`config.mk`:
```
export PLATFORM = sky130hd
export DESIGN_NAME = stage_if_buf
export DESIGN_NICKNAME = d
export VERILOG_FILES = /design/src/rtl/stage_if_buf.sv
export SDC_FILE = /design/constraint.sdc
export NUM_CORES = 1
export LEC_CHECK = 0
export ABC_AREA = 1
export BUFFER_PORTS_ARGS = -buffer_cell sky130_fd_sc_hd__buf_2
export CAP_MARGIN = 10
export CORE_UTILIZATION = 30
export CTS_CLUSTER_DIAMETER = 80
export DETAILED_ROUTE_END_ITERATION = 10
export GPL_TIMING_DRIVEN = 0
export PLACE_DENSITY = 0.55
export SETUP_SLACK_MARGIN = 0.1
export SYNTH_ARGS = -nofsm -noshare
export SYNTH_HDL_FRONTEND = slang
export SYNTH_SLANG_ARGS = --single-unit
```
`constraint.sdc`:
```
create_clock -name clk -period 7.2 [get_ports clk]
set_input_delay 0.36 -clock clk [delete_from_list [all_inputs] [get_ports clk]]
set_output_delay 0.36 -clock clk [all_outputs]
set_load 0.03 [all_outputs]
```
`src/rtl/stage_if_buf.sv`:
```
// Instruction-fetch stage with a credit-limited request port, an in-flight PC queue
// and a decode-facing fetch buffer; redirect flushes and drops stale responses.
module stage_if_buf #(
    parameter int unsigned     XLEN     = 32,
    parameter logic [XLEN-1:0] RESET_PC = XLEN'(32'h0000_0000),
    parameter int unsigned     DEPTH    = 4
) (
    input  logic            clk,
    input  logic            rst_n,
    input  logic            redirect,
    input  logic [XLEN-1:0] redirect_pc,
    output logic            imem_req_valid,
    input  logic            imem_req_ready,
    output logic [XLEN-1:0] imem_req_addr,
    input  logic            imem_rsp_valid,
    input  logic [31:0]     imem_rsp_data,
    output logic            out_valid,
    input  logic            out_ready,
    output logic [XLEN-1:0] out_pc,
    output logic [XLEN-1:0] out_pc_plus_4,
    output logic [31:0]     out_instr
);

    localparam int unsigned INSTR_W = 32;
    localparam int unsigned PTR_W   = (DEPTH > 1) ? $clog2(DEPTH) : 1;
    localparam int unsigned CNT_W   = PTR_W + 1;
    localparam logic [CNT_W:0] CREDIT_LIM = (CNT_W + 1)'(DEPTH);

    logic [XLEN-1:0]    fetch_pc;
    logic [CNT_W-1:0]   occupancy;
    logic [CNT_W-1:0]   outstanding;
    logic [CNT_W-1:0]   drop_cnt;
    logic [PTR_W-1:0]   buf_wr_ptr;
    logic [PTR_W-1:0]   buf_rd_ptr;
    logic [PTR_W-1:0]   ifq_wr_ptr;
    logic [PTR_W-1:0]   ifq_rd_ptr;
    logic [XLEN-1:0]    ifq_pc    [DEPTH];
    logic [XLEN-1:0]    buf_pc    [DEPTH];
    logic [INSTR_W-1:0] buf_instr [DEPTH];

    logic           req_fire;
    logic           rsp_take;
    logic           rsp_keep;
    logic           out_fire;
    logic [CNT_W:0] in_use;
    logic           redirect_pc_unused;

    // Low redirect bits are discarded by word alignment.
    assign redirect_pc_unused = ^redirect_pc[1:0];

    // Handshakes; a redirect suppresses request, keep and pop in its cycle.
    always_comb begin
        in_use         = {1'b0, occupancy} + {1'b0, outstanding};
        imem_req_valid = rst_n && !redirect && (in_use < CREDIT_LIM);
        req_fire       = imem_req_valid && imem_req_ready;
        rsp_take       = imem_rsp_valid && (outstanding != '0);
        rsp_keep       = rsp_take && !redirect && (drop_cnt == '0);
        out_valid      = (occupancy != '0);
        out_fire       = out_valid && out_ready && !redirect;
    end

    assign imem_req_addr = fetch_pc;
    assign out_pc        = buf_pc[buf_rd_ptr];
    assign out_pc_plus_4 = out_pc + XLEN'(32'd4);
    assign out_instr     = buf_instr[buf_rd_ptr];

    // Control state: PC, pointers and the three counters.
    always_ff @(posedge clk or negedge rst_n) begin
        if (!rst_n) begin
            fetch_pc    <= RESET_PC;
            occupancy   <= '0;
            outstanding <= '0;
            drop_cnt    <= '0;
            buf_wr_ptr  <= '0;
            buf_rd_ptr  <= '0;
            ifq_wr_ptr  <= '0;
            ifq_rd_ptr  <= '0;
        end else if (redirect) begin
            fetch_pc    <= {redirect_pc[XLEN-1:2], 2'b00};
            occupancy   <= '0;
            buf_wr_ptr  <= '0;
            buf_rd_ptr  <= '0;
            ifq_wr_ptr  <= '0;
            ifq_rd_ptr  <= '0;
            outstanding <= outstanding - CNT_W'(rsp_take);
            drop_cnt    <= outstanding - CNT_W'(rsp_take);
        end else begin
            if (req_fire) begin
                fetch_pc   <= fetch_pc + XLEN'(32'd4);
                ifq_wr_ptr <= ifq_wr_ptr + PTR_W'(1);
            end
            if (rsp_keep) begin
                ifq_rd_ptr <= ifq_rd_ptr + PTR_W'(1);
                buf_wr_ptr <= buf_wr_ptr + PTR_W'(1);
            end
            if (rsp_take && (drop_cnt != '0)) begin
                drop_cnt <= drop_cnt - CNT_W'(1);
            end
            if (out_fire) begin
                buf_rd_ptr <= buf_rd_ptr + PTR_W'(1);
            end
            outstanding <= outstanding + CNT_W'(req_fire) - CNT_W'(rsp_take);
            occupancy   <= occupancy + CNT_W'(rsp_keep) - CNT_W'(out_fire);
        end
    end

    // Storage arrays carry no reset; validity is tracked by the counters.
    always_ff @(posedge clk) begin
        if (req_fire) begin
            ifq_pc[ifq_wr_ptr] <= fetch_pc;
        end
        if (rsp_keep) begin
            buf_pc[buf_wr_ptr]    <= ifq_pc[ifq_rd_ptr];
            buf_instr[buf_wr_ptr] <= imem_rsp_data;
        end
    end

endmodule

```
**Yosys cells after proc, flatten, opt, wreduce, memory -nomap -nowiden**

Memory sizes are Yosys's and may differ from the RTL's.
Index checks and enable logic that the tools add are counted.
W data, S select, Z words.

- Register bits: 49
- Bits in writable memories: 384
- Input bits: 70
- Output and inout port bits: 130
- Logic and storage cells: 61
- Memories kept: 3

- Add/sub/neg operators: 13
- $lt $le $gt $ge: 1
- Muxes and demuxes: 18
- Reductions and logical operators: 18

Memory list:

| name | depth | width | read ports | clocked after memory_dff | write ports | RTL line | text |
|---|---|---|---|---|---|---|---|
| buf_instr | 4 | 32 | 1 | 0 | 1 | 39 | `logic [INSTR_W-1:0] buf_instr [DEPTH];` |
| buf_pc | 4 | 32 | 1 | 0 | 1 | 38 | `logic [XLEN-1:0] buf_pc [DEPTH];` |
| ifq_pc | 4 | 32 | 1 | 0 | 1 | 37 | `logic [XLEN-1:0] ifq_pc [DEPTH];` |

Operators by type and width:

| operator | number |
|---|---|
| $add A32 B3 Y32 const B | 2 |
| $mux W32 | 2 |
| $mux W2 | 8 |
| $mux W3 | 4 |
| $logic_and A1 B1 Y1 | 9 |
| $reduce_bool A3 Y1 | 3 |
| $sub A3 B1 Y3 | 3 |
| $add A2 B1 Y2 const B | 4 |
| $reduce_bool A2 Y1 | 4 |
| $add A3 B1 Y3 | 2 |
| $add A3 B3 Y4 | 1 |
| $lt A4 B3 Y1 const B | 1 |
| $mux W1 | 4 |
| $logic_not A3 Y1 | 1 |
| $sub A3 B1 Y3 const B | 1 |
| $logic_not A1 Y1 | 1 |

**Longest topological paths before layout**

Gate-level depths: netlist of the first run.

- Depth after elaboration: 7
- Gate-level depth with buffers: 15
- Depth with buffers taken out: 13

**Worst setup path after synthesis of the first run**

Ideal clock, no wire load.

- Path type: flip-flop to flip-flop
- Start point: register drop_cnt[0]
- End point: memory buf_instr[0][0] (enable)
- Library setup time: 0.482 ns
- Arrival time: 3.547 ns
- Setup slack: 3.171 ns
- Cell stages (with the launch flop): 7
- Path buffers: 0
- Cell sequence: dfrtp_1 > inv_1 > ha_1 > inv_1 > nor2_1 > nand3_1 > nor2_1

- Word-level cells in the longest chain between the ends: 4

Ends and longest elaborated chain:

| what | RTL line | text |
|---|---|---|
| start: declaration | 32 | `logic [CNT_W-1:0] drop_cnt;` |
| start signal: assignment | 86 | `drop_cnt <= outstanding - CNT_W'(rsp_take);` |
| start signal: assignment | 97 | `drop_cnt <= drop_cnt - CNT_W'(1);` |
| $logic_not A3 Y1 | 57 | `rsp_keep = rsp_take && !redirect && (drop_cnt == '0);` |
| $logic_and A1 B1 Y1 | 57 |  |
| $mux W1 | 112 | `if (rsp_keep) begin` |
| $mux W1 (not written as such) | 114 | `buf_instr[buf_wr_ptr] <= imem_rsp_data;` |
| end: declaration | 39 |  |

No other way between the ends.

**Worst setup path in the final report of the first run**

- Start point: register buf_rd_ptr[0]
- End point: output out_pc_plus_4[30]

- Word-level cells in the longest chain between the ends: 2

Ends and longest elaborated chain:

| what | RTL line | text |
|---|---|---|
| start: declaration | 34 | `logic [PTR_W-1:0] buf_rd_ptr;` |
| start signal: assignment | 100 | `buf_rd_ptr <= buf_rd_ptr + PTR_W'(1);` |
| $mem_v2 Z4 W32 | - |  |
| $add A32 B3 Y32 | 64 | `assign out_pc_plus_4 = out_pc + XLEN'(32'd4);` |
| end: declaration | 20 | `output logic [XLEN-1:0] out_pc_plus_4,` |

No other way between the ends.

==> flow_metrics.env, run 1 <==
export IMPL_drt_wl_total_mm=53.9
export IMPL_total_power_mw=7.79
export IMPL_design_area_mm2=0.0226
export IMPL_yosysUniqueCellTypes=37
export IMPL_routabilityCongestion=0.845
export IMPL_post_route_util_pct=37.3
export IMPL_placement_rows=90
export IMPL_ys_warn_count=0
export IMPL_cts_buffers=45
export IMPL_cts_max_level=2
export IMPL_io_pins=200
export IMPL_grt_pass1_vias=13145
export IMPL_fillerInstances=5856
export IMPL_crit_fanout=10
export IMPL_n_antenna_cell=0
export IMPL_critPathRequiredTime_ns=6.84
export IMPL_tritoncts="yes"
export IMPL_postSynthRegisterBits=415
export IMPL_setup_worst_path_start="buf_rd_ptr[0]"
export IMPL_synthFlopType="edfxtp_1"
export IMPL_first_iter_violations=1079
export IMPL_dp_hpwl_mm=36.6
export IMPL_place_area_mm2=0.0206
export IMPL_switching_share_pct=37.7
export IMPL_clockRootBuffer="clkbuf_16"
export IMPL_pwr_share_clk_pct=30.3
export IMPL_vias_per_cell=4.84
export IMPL_hold_depth=3
export IMPL_core_area_mm2=0.0605
export IMPL_drive_above_1_share_pct=16.0
export IMPL_clkTransAtPathRegs_ns=0.06
export IMPL_fin_crit_sh_pct=54.5
export IMPL_avgSynthCellArea_um2=10.6
export IMPL_dieArea_mm2=0.0622
export IMPL_status="finished, final reports clean"
export IMPL_max_vdd_ir_drop_mv=0.177
export IMPL_slew_violations=0
export IMPL_p_seq_share_pct=38.1
export IMPL_antenna_left=0
export IMPL_final_min_clock_period_ns=3.92
export IMPL_reg2reg_to="outstanding[2]"
export IMPL_slew_headroom_pct=41.4
export IMPL_yosysSeqAreaShare_pct=66.5
export IMPL_crit_path_end_kind="primary output"
export IMPL_hold_path_class="in -> reg"
export IMPL_grt_max_degree=49
export IMPL_fin_tns_setup_ns=0
export IMPL_cts_sinks=415
export IMPL_rsz0062_at_grt="no"
export IMPL_powerDensity_mw_per_mm2=345
export IMPL_r2r_start="occupancy[1]"
export IMPL_ys_async_sr_fraction_pct=11.3
export IMPL_worstSkewPairLatency_ns=0.58
export IMPL_grt_pass1_wl_mm=80.5
export IMPL_track_usage_pct=17.0
export IMPL_whs_endpoint="imem_req_addr[4]"
export IMPL_hp_start="redirect_pc[4]"
export IMPL_worst_pin_slew_ns=0.879
export IMPL_place_inst=2727
export IMPL_p_sw_mw=2.93
export IMPL_cts_setup_buffers=0
export IMPL_synth_edf_count=368
export IMPL_drc=0
export IMPL_nets=2126
export IMPL_syn2layout_area_growth_pct=22.8
export IMPL_instances_no_fill=2853
export IMPL_hold_viol_final=0
export IMPL_fmax_mhz=255
export IMPL_rrSetupSlack_ns=3.88
export IMPL_regArea_mm2=0.0122
export IMPL_setup_viol_count_final=0
export IMPL_clockBufferDepth=3
export IMPL_wl_per_cell_um=18.9
export IMPL_overflow=0
export IMPL_die_x_um=249
export IMPL_multiInputGateArea_mm2=0.00544
export IMPL_port_buffers=191
export IMPL_antenna_found_initial=1
export IMPL_pwr_share_comb_pct=31.6
export IMPL_worstSetupPathType="reg -> out"
export IMPL_power_internal_mw=4.85
export IMPL_r2r_cells=14
export IMPL_leakage_nw=8.77
export IMPL_die_h_um=249
export IMPL_arrival_ns=3.56
export IMPL_syn_inst=1737
export IMPL_cap_violations=0
export IMPL_syn_area_mm2=0.0184
export IMPL_start_util_pct=30.4
export IMPL_fin_skew_ns=0.0104
export IMPL_firstDrtPassIters=5
export IMPL_vias=13808
export IMPL_start_kind="flop"
==> cell type report <==
| class | count | share of cell area, % |
|---|---|---|
| clock inverters | 28 | 1.39 |
| clock buffers | 56 | 5.26 |
| plain buffers | 82 | 1.83 |
| repair buffers | 245 | 7.21 |
| multi-input cells | 1146 | 24.1 |
| inverters | 99 | 1.67 |
| flip-flops and latches | 415 | 54.2 |
| well taps | 782 | 4.34 |
==> what timing repair did <==
item	4_1_cts	5_1_grt
hold endpoints to repair	136	13
gates resized for setup	0	0
hold buffers	40	1
==> worst max-delay path by stage <==
| stage | end | slack [ns] |
|---|---|---|
| final | out_pc_plus_4[30] | 3.28 |
| after global routing | out_pc_plus_4[30] | 3.06 |
| after CTS | out_pc_plus_4[30] | 3.20 |
| after detailed placement | outstanding[2] | 3.17 |
| after global placement | buf_instr[3][5] | 0.35 |
| after floorplan | buf_instr[0][0] | 3.17 |
==> kinds of logic (layout without fill, tap and decap cells) <==
| group | count (synthesis) | after routing | synth area share (%) |
|---|---|---|---|
| fa+ha+maj | 22 | 22 | 1.58 |
| other cells | 1 | 6 | 0.0204 |
| xor+xnor | 41 | 41 | 1.95 |
| compound gates | 238 | 238 | 7.18 |
| buf+inv | 181 | 510 | 4.30 |
| simple gates | 839 | 839 | 18.4 |
| flops | 415 | 415 | 66.5 |
==> critical path, stage by stage (launching register included) <==
cell and delay [ns]:
dfrtp_1 0.37, buf_6 0.14, inv_6 0.06, buf_2 0.26
o21ai_0 0.13, nand2_1 0.39, ha_1 0.40, nand2_1 0.09
nor2_1 0.23, nand2_1 0.19, nor2_2 0.28, nand3_1 0.12
nand2_1 0.11, buf_2 0.20
==> synthesized netlist by cell type, types with 2 or more instances <==
library cell | n | area [µm²]
a21oi_1 | 8 | 40.0
fa_1 | 2 | 40.0
buf_6 | 6 | 67.6
dfrtp_1 | 47 | 1180
clkinv_1 | 2 | 7.51
nor2_1 | 226 | 848
buf_2 | 15 | 75.1
nand3_1 | 95 | 475
inv_1 | 94 | 353
o211ai_1 | 11 | 82.6
o221ai_1 | 2 | 17.5
nor3_1 | 10 | 50.1
nor2_2 | 8 | 50.1
xor2_1 | 34 | 298
o21ai_0 | 149 | 746
inv_2 | 2 | 7.51
or2_2 | 3 | 18.8
buf_1 | 2 | 7.51
nand2_2 | 9 | 56.3
ha_1 | 20 | 250
clkbuf_1 | 48 | 180
buf_4 | 11 | 82.6
o22ai_1 | 62 | 388
o21bai_1 | 4 | 30.0
xnor2_1 | 7 | 61.3
nand2_1 | 468 | 1760
nand4_1 | 14 | 87.6
edfxtp_1 | 368 | 11100
nor3b_1 | 2 | 15.0
==> cell usage in the layout (no fill, tap or decap), types with 34 or more instances in the layout <==
master	Yosys	layout
buf_2	15	206
o21ai_0	149	149
edfxtp_1	368	368
xor2_1	34	34
clkbuf_16	0	45
dlygate4sd3_1	0	41
nor2_1	226	218
dfrtp_1	47	47
inv_1	94	94
clkbuf_1	48	57
o22ai_1	62	62
nand3_1	95	95
nand2_1	468	468
==> state kept, by name, indices dropped and copies added, names as in the netlist <==
name	count
buf_instr	128
buf_wr_ptr	2
buf_rd_ptr	2
ifq_rd_ptr	2
ifq_pc	120
drop_cnt	3
buf_pc	120
ifq_wr_ptr	2
outstanding	3
imem_req_addr	30
occupancy	3
==> through the flow <==
step / hold slack (ns) / setup slack, ns
after global placement: 0.564 / 0.346
after floorplan: 0.0644 / 3.17
after global routing: 0.0242 / 3.06
after CTS: 0.00119 / 3.20
final: 0.0253 / 3.28
after detailed placement: 0.557 / 3.17
==> power groups by stage <==
stage / clock, mW / sequential, mW / combinational (mW)
6_report: 2.36 / 2.97 / 2.46
5_1_grt: 2.48 / 2.98 / 2.67
4_1_cts: 2.40 / 2.96 / 2.48
3_5_place_dp: 0 / 3.01 / 2.46
3_3_place_gp: 0 / 3.02 / 2.41
2_1_floorplan: 0 / 3.03 / 1.53
==> metal layers <==
metal  wire length [µm]  track usage (%)
met1              23700             23.5
met2              25200             27.4
met3               3540             2.50
met4               1440             5.50
met5                  0                0
Power figures use the tool's default switching activity.
==> inputs of run 2 (changes only) <==
PLACE_DENSITY = 0.57   (was 0.55)
clock period = 3.45 ns   (was 7.2 ns; I/O delays follow)
==> run 2 against run 1 <==
Compared with the run above:
- clock power increased by 120%
- wire length hardly changed
- sequential share of layout area down 0.91 points
- utilization is 0.64 points higher
- critical path type is now reg -> reg
==> flow_metrics.env, run 2 (synthesis results as in run 1) <==
export IMPL_slowest_delay_ns=0.43
export IMPL_antenna_left=0
export IMPL_antenna_found_initial=0
export IMPL_core_area_mm2=0.0605
export IMPL_crit_fanout=10
export IMPL_clkTransAtPathRegs_ns=0.05
export IMPL_first_iter_violations=871
export IMPL_place_inst=2727
export IMPL_port_buffers=191
export IMPL_powerDensity_mw_per_mm2=719
export IMPL_cp_top_family="adder cells"
export IMPL_clockRootBuffer="clkbuf_16"
export IMPL_hold_path_class="in -> reg"
export IMPL_critPathRequiredTime_ns=3.95
export IMPL_slew_violations=0
export IMPL_reg2reg_to="outstanding[2]"
export IMPL_tritoncts="yes"
export IMPL_firstDrtPassIters=5
export IMPL_cts_buffers=47
export IMPL_final_common_cell="nand2_1"
export IMPL_fin_crit_sh_pct=90.9
export IMPL_setup_worst_path_start="occupancy[1]"
export IMPL_fin_skew_ns=0.0187
export IMPL_regArea_mm2=0.0122
export IMPL_io_pins=200
export IMPL_cp_common_cell="nand2_1"
export IMPL_die_h_um=249
export IMPL_grt_pass1_wl_mm=80.5
export IMPL_rsz0062_at_grt="yes"
export IMPL_drc=0
export IMPL_start_kind="flop"
export IMPL_total_power_mw=16.5
export IMPL_cp_num_buf_inv=2
export IMPL_mostFrequentLayoutCells="nand2_1, edfxtp_1, nor2_1, buf_2, o21ai_0"
export IMPL_final_min_clock_period_ns=3.13
export IMPL_clockBufferDepth=3
export IMPL_leakage_nw=8.93
export IMPL_grt_pass1_vias=13337
export IMPL_grt_max_degree=48
export IMPL_vias_per_cell=4.83
export IMPL_largest_register="buf_instr"
export IMPL_cap_violations=0
export IMPL_drive_above_1_share_pct=16.9
export IMPL_status="finished, final reports clean"
export IMPL_cp_depth=14
export IMPL_r2r_cells=14
export IMPL_hold_viol_final=0
export IMPL_start_util_pct=30.4
export IMPL_dieArea_mm2=0.0622
export IMPL_largest_register_ffs=128
export IMPL_wl_per_cell_um=18.7
export IMPL_crit_path_end_kind="flop"
export IMPL_slowest_stage="dfrtp_1"
export IMPL_dp_hpwl_mm=36.9
export IMPL_slew_headroom_pct=47.0
export IMPL_setup_viol_count_final=0
export IMPL_reg_top3="buf_instr: 128 flops, buf_pc: 120 flops, ifq_pc: 120 flops"
export IMPL_hp_start="out_ready"
export IMPL_arrival_ns=3.63
export IMPL_overflow=0
export IMPL_instances_no_fill=2879
export IMPL_nets=2151
export IMPL_routabilityCongestion=0.861
export IMPL_multiInputGateArea_mm2=0.00546
export IMPL_worst_pin_slew_ns=0.794
export IMPL_cts_max_level=2
export IMPL_syn2layout_area_growth_pct=24.9
export IMPL_worstSetupPathType="reg -> reg"
export IMPL_fillerInstances=5884
export IMPL_drt_wl_total_mm=53.9
export IMPL_rrSetupSlack_ns=0.32
export IMPL_fmax_mhz=319
export IMPL_worstSetupEndpoint="outstanding[2]"
export IMPL_n_antenna_cell=0
export IMPL_r2r_start="occupancy[1]"
export IMPL_worstSkewPairLatency_ns=0.58
export IMPL_max_vdd_ir_drop_mv=0.396
export IMPL_track_usage_pct=16.9
export IMPL_cts_sinks=415
export IMPL_die_x_um=249
export IMPL_placement_rows=90
export IMPL_vias=13894
export IMPL_crit_chain="ha_1, nand3_1, nand2_1, nor3_2, nand2_1, clkbuf_2, ha_1, inv_1, ha_1, fa_1, xnor2_1, xor2_1, nand2_1, nand2_1"
run 2: power by group:
part	internal [mW]	switching [mW]
registers	5.90	0.289
clock network	3.04	2.06
logic	1.37	3.83
run 2: worst min-delay path by stage:
stage / cells after the start / endpoint
floorplan: 0 / buf_rd_ptr[0]
global route: 3 / buf_rd_ptr[0]
CTS: 3 / buf_rd_ptr[0]
detailed placement: 1 / buf_instr[2][3]
finish: 3 / buf_rd_ptr[0]
global placement: 1 / buf_instr[3][3]
run 2: metrics by stage:
step / worst slack, ns / instance area [µm²] / hold WS, ns / utilization, % / TNS [ns]
floorplan: -0.579 / 18400 / -0.123 / - / -143.60
detailed placement: -0.380 / 20600 / 0.390 / 34.1 / -0.486
finish: 0.315 / 22900 / 0.0126 / 37.9 / 0
CTS: 0.117 / 22900 / 0.0283 / 37.9 / 0
global placement: -3.38 / 20300 / 0.383 / 33.6 / -899.46
global route: 0.0690 / 22900 / 0.0721 / 37.9 / 0
run 2: worst register-to-register path: stages, from the launching register on:
cell and delay (ns):
dfrtp_1 0.43, ha_1 0.31, nand3_1 0.09, nand2_1 0.06
nor3_2 0.13, nand2_1 0.20, clkbuf_2 0.35, ha_1 0.38
inv_1 0.04, ha_1 0.19, fa_1 0.39, xnor2_1 0.19
xor2_1 0.16, nand2_1 0.07, nand2_1 0.09
run 2: what timing repair did:
item	in CTS	in global routing
pin swaps	1	0
gates resized for setup	13	9
setup buffers	1	0
hold endpoints to repair	205	0
hold buffers	64	0
setup endpoints to repair	6	29
run 2: cell type report:
cell class / count / area share [%]
Clock buffer: 55 / 5.39
Sequential cell: 415 / 53.3
Buffer: 82 / 1.92
Multi-Input combinational cell: 1146 / 23.8
Tap cell: 782 / 4.26
Clock inverter: 32 / 1.53
Inverter: 99 / 1.64
Timing Repair Buffer: 268 / 8.15
run 2: metal layers:
layer	routed length (µm)	track usage [%]	vias to the layer above	share of wire [%]
met3	3370	2.56	88	6.2
met2	25600	27.8	496	48
met4	1540	5.98	0	2.9
li1	-	-	6607	-
met5	0	0	-	0
met1	23400	22.8	6703	43
==> inputs of run 3 (changes only) <==
--- a/config.mk
+++ b/config.mk
@@ -13,4 +13,5 @@
 export DETAILED_ROUTE_END_ITERATION = 10
 export GPL_TIMING_DRIVEN = 0
+export MAX_ROUTING_LAYER = met4
 export PLACE_DENSITY = 0.57
 export SETUP_SLACK_MARGIN = 0.1
==> constraint.sdc (replaced) <==
create_clock -name clk -period 3.45 [get_ports clk]
set_input_delay 0.1725 -clock clk [delete_from_list [all_inputs] [get_ports clk]]
set_output_delay 0.1725 -clock clk [all_outputs]
set_load 0.02 [all_outputs]
==> run 3 against run 2 <==
Compared with the run above:
- register-to-register slack lost 0.03 ns
- first-iteration DRC count rose by 14%
- global-route usage grew 0.61 points
- fmax is 3.5% lower
- design area decreased by 0.47%
- worst setup slack worse by 0.11 ns
- total power down 5.0%
- sequential power is essentially flat
- largest power group unchanged
- highest routed layer unchanged
==> flow_metrics.env, run 3 (synthesis results as in run 1) <==
export IMPL_io_pins=200
export IMPL_antenna_left=0
export IMPL_routabilityCongestion=0.909
export IMPL_regArea_mm2=0.0122
export IMPL_drc=0
export IMPL_placement_rows=90
export IMPL_layout_setup_ws_ns=0.200
export IMPL_final_min_clock_period_ns=3.25
export IMPL_firstDrtPassIters=5
export IMPL_setup_viol_count_final=0
export IMPL_clockRootBuffer="clkbuf_16"
export IMPL_cts_sinks=415
export IMPL_slew_headroom_pct=47.6
export IMPL_cap_violations=0
export IMPL_dr_wl_met2_mm=26.0
export IMPL_track_usage_pct=17.6
export IMPL_fin_skew_ns=0.0214
export IMPL_status="finished, final reports clean"
export IMPL_largest_register_ffs=128
export IMPL_die_h_um=249
export IMPL_fmax_mhz=308
export IMPL_n_antenna_cell=0
export IMPL_die_x_um=249
export IMPL_highest_layer="met4"
export IMPL_nets=2152
export IMPL_largest_register="buf_instr"
export IMPL_arrival_ns=3.08
export IMPL_setup_worst_path_start="buf_rd_ptr[1]"
export IMPL_worstSkewPairLatency_ns=0.58
export IMPL_vias=13775
export IMPL_antenna_found_initial=0
export IMPL_overflow=0
export IMPL_powerDensity_mw_per_mm2=686
export IMPL_syn2layout_area_growth_pct=24.3
export IMPL_slew_violations=0
export IMPL_clockBufferDepth=3
export IMPL_vias_per_cell=4.79
export IMPL_grt_max_degree=48
export IMPL_r2r_cells=14
export IMPL_dp_hpwl_mm=36.9
export IMPL_drt_met1_wl_mm=23.6
export IMPL_rsz0062_at_grt="no"
export IMPL_met3_length_mm=2.95
export IMPL_cts_buffers=47
export IMPL_fillerInstances=5898
export IMPL_hold_depth=3
export IMPL_critPathRequiredTime_ns=3.28
export IMPL_cts_max_level=2
export IMPL_dieArea_mm2=0.0622
export IMPL_post_route_util_pct=37.8
export IMPL_crit_fanout=10
export IMPL_drt_wl_total_mm=53.7
export IMPL_worst_pin_slew_ns=0.786
export IMPL_core_area_mm2=0.0605
export IMPL_hp_start="out_ready"
export IMPL_worstSetupPathType="reg -> out"
export IMPL_port_buffers=191
export IMPL_r2r_start="occupancy[1]"
export IMPL_start_kind="flop"
export IMPL_dp_slack_ns=-0.422
export IMPL_hold_viol_final=0
export IMPL_hold_path_class="in -> reg"
export IMPL_reg_top3="buf_instr: 128 flops, buf_pc: 120 flops, ifq_pc: 120 flops"
export IMPL_drive_above_1_share_pct=16.6
export IMPL_leakage_nw=8.87
export IMPL_clkTransAtPathRegs_ns=0.06
export IMPL_crit_path_end_kind="primary output"
export IMPL_start_util_pct=30.4
export IMPL_fin_crit_sh_pct=94.2
export IMPL_max_vdd_ir_drop_mv=0.445
export IMPL_multiInputGateArea_mm2=0.00548
export IMPL_wl_per_cell_um=18.7
export IMPL_mostFrequentLayoutCells="nand2_1, edfxtp_1, nor2_1, buf_2, o21ai_0"
export IMPL_grt_pass1_wl_mm=81.0
export IMPL_final_common_cell="nand2_1"
export IMPL_grt_pass1_vias=13234
export IMPL_first_iter_violations=990
export IMPL_tritoncts="yes"
-- run 3: changes by cell type in the layout (fill, tap and decap cells not counted), sizes merged --
cell,previous run,this run
clkbuf,105,114
clkinv,20,16
clkinvlp,4,2
bufinv,6,0
-- run 3: routing by layer --
metal | track usage [%] | vias up
met5 | - | -
met4 | 4.71 | 0
met3 | 2.41 | 73
met2 | 28.4 | 460
met1 | 23.0 | 6643
li1 | - | 6599
-- run 3: critical path, stage by stage, from the launching register on --
cell and delay (ns):
dfrtp_1 0.42, inv_2 0.08, clkbuf_4 0.23, buf_2 0.34, nand2_1 0.10, nand2_1 0.30, nand2_1 0.18, inv_1 0.10
nand2_1 0.07, nor2_1 0.25, nand3_1 0.11, nand2_1 0.07, nand2_1 0.07, buf_2 0.16
-- run 3: area by class of cell --
cell class	count	share of cell area, %
flip-flops and latches	415	53.5
multi-input cells	1146	24.0
repair buffers	269	8.31
clock buffers	63	5.68
well taps	782	4.28
plain buffers	82	1.91
inverters	99	1.65
clock inverters	20	0.641
-- run 3: worst paths after layout --
| kind | endpoint | slack, ns |
|---|---|---|
| worst max-delay path | out_pc_plus_4[24] | 0.20 |
| worst min-delay path | buf_rd_ptr[0] | 0.05 |
| worst max register to register | outstanding[2] | 0.29 |
| worst min register to register | drop_cnt[1] | 0.57 |
| max in group asynchronous | occupancy[1] | 2.99 |
| min in group asynchronous | imem_req_addr[16] | 0.21 |
-- run 3: power breakdown --
group | internal [mW] | switching [mW] | total [mW] | leakage [nW]
logic | 1.37 | 3.42 | 4.79 | 4.26
registers | 5.90 | 0.293 | 6.20 | 3.90
clock network | 2.66 | 2.01 | 4.67 | 0.704
total | 9.93 | 5.73 | 15.7 | 8.87
-- run 3: what timing repair did --
item	in CTS	in global routing
buffers inserted	1	0
gates resized for setup	12	11
setup endpoints to repair	9	9
hold buffers	64	0
endpoints found under the hold margin	205	0
pin swaps	1	0
-- run 3: stage by stage --
stage	setup TNS, ns	area [µm²]	instances	hold slack, ns	power (mW)
floorplan	-143.60	18400	1742	-0.123	9.10
global placement	-901.29	20300	2715	0.383	10.9
detailed placement	-0.578	20700	2728	0.392	11.0
CTS	0	22800	2876	0.0151	15.8
global route	0	22800	2876	0.0568	16.4
finish	0	22800	2876	0.0538	15.7
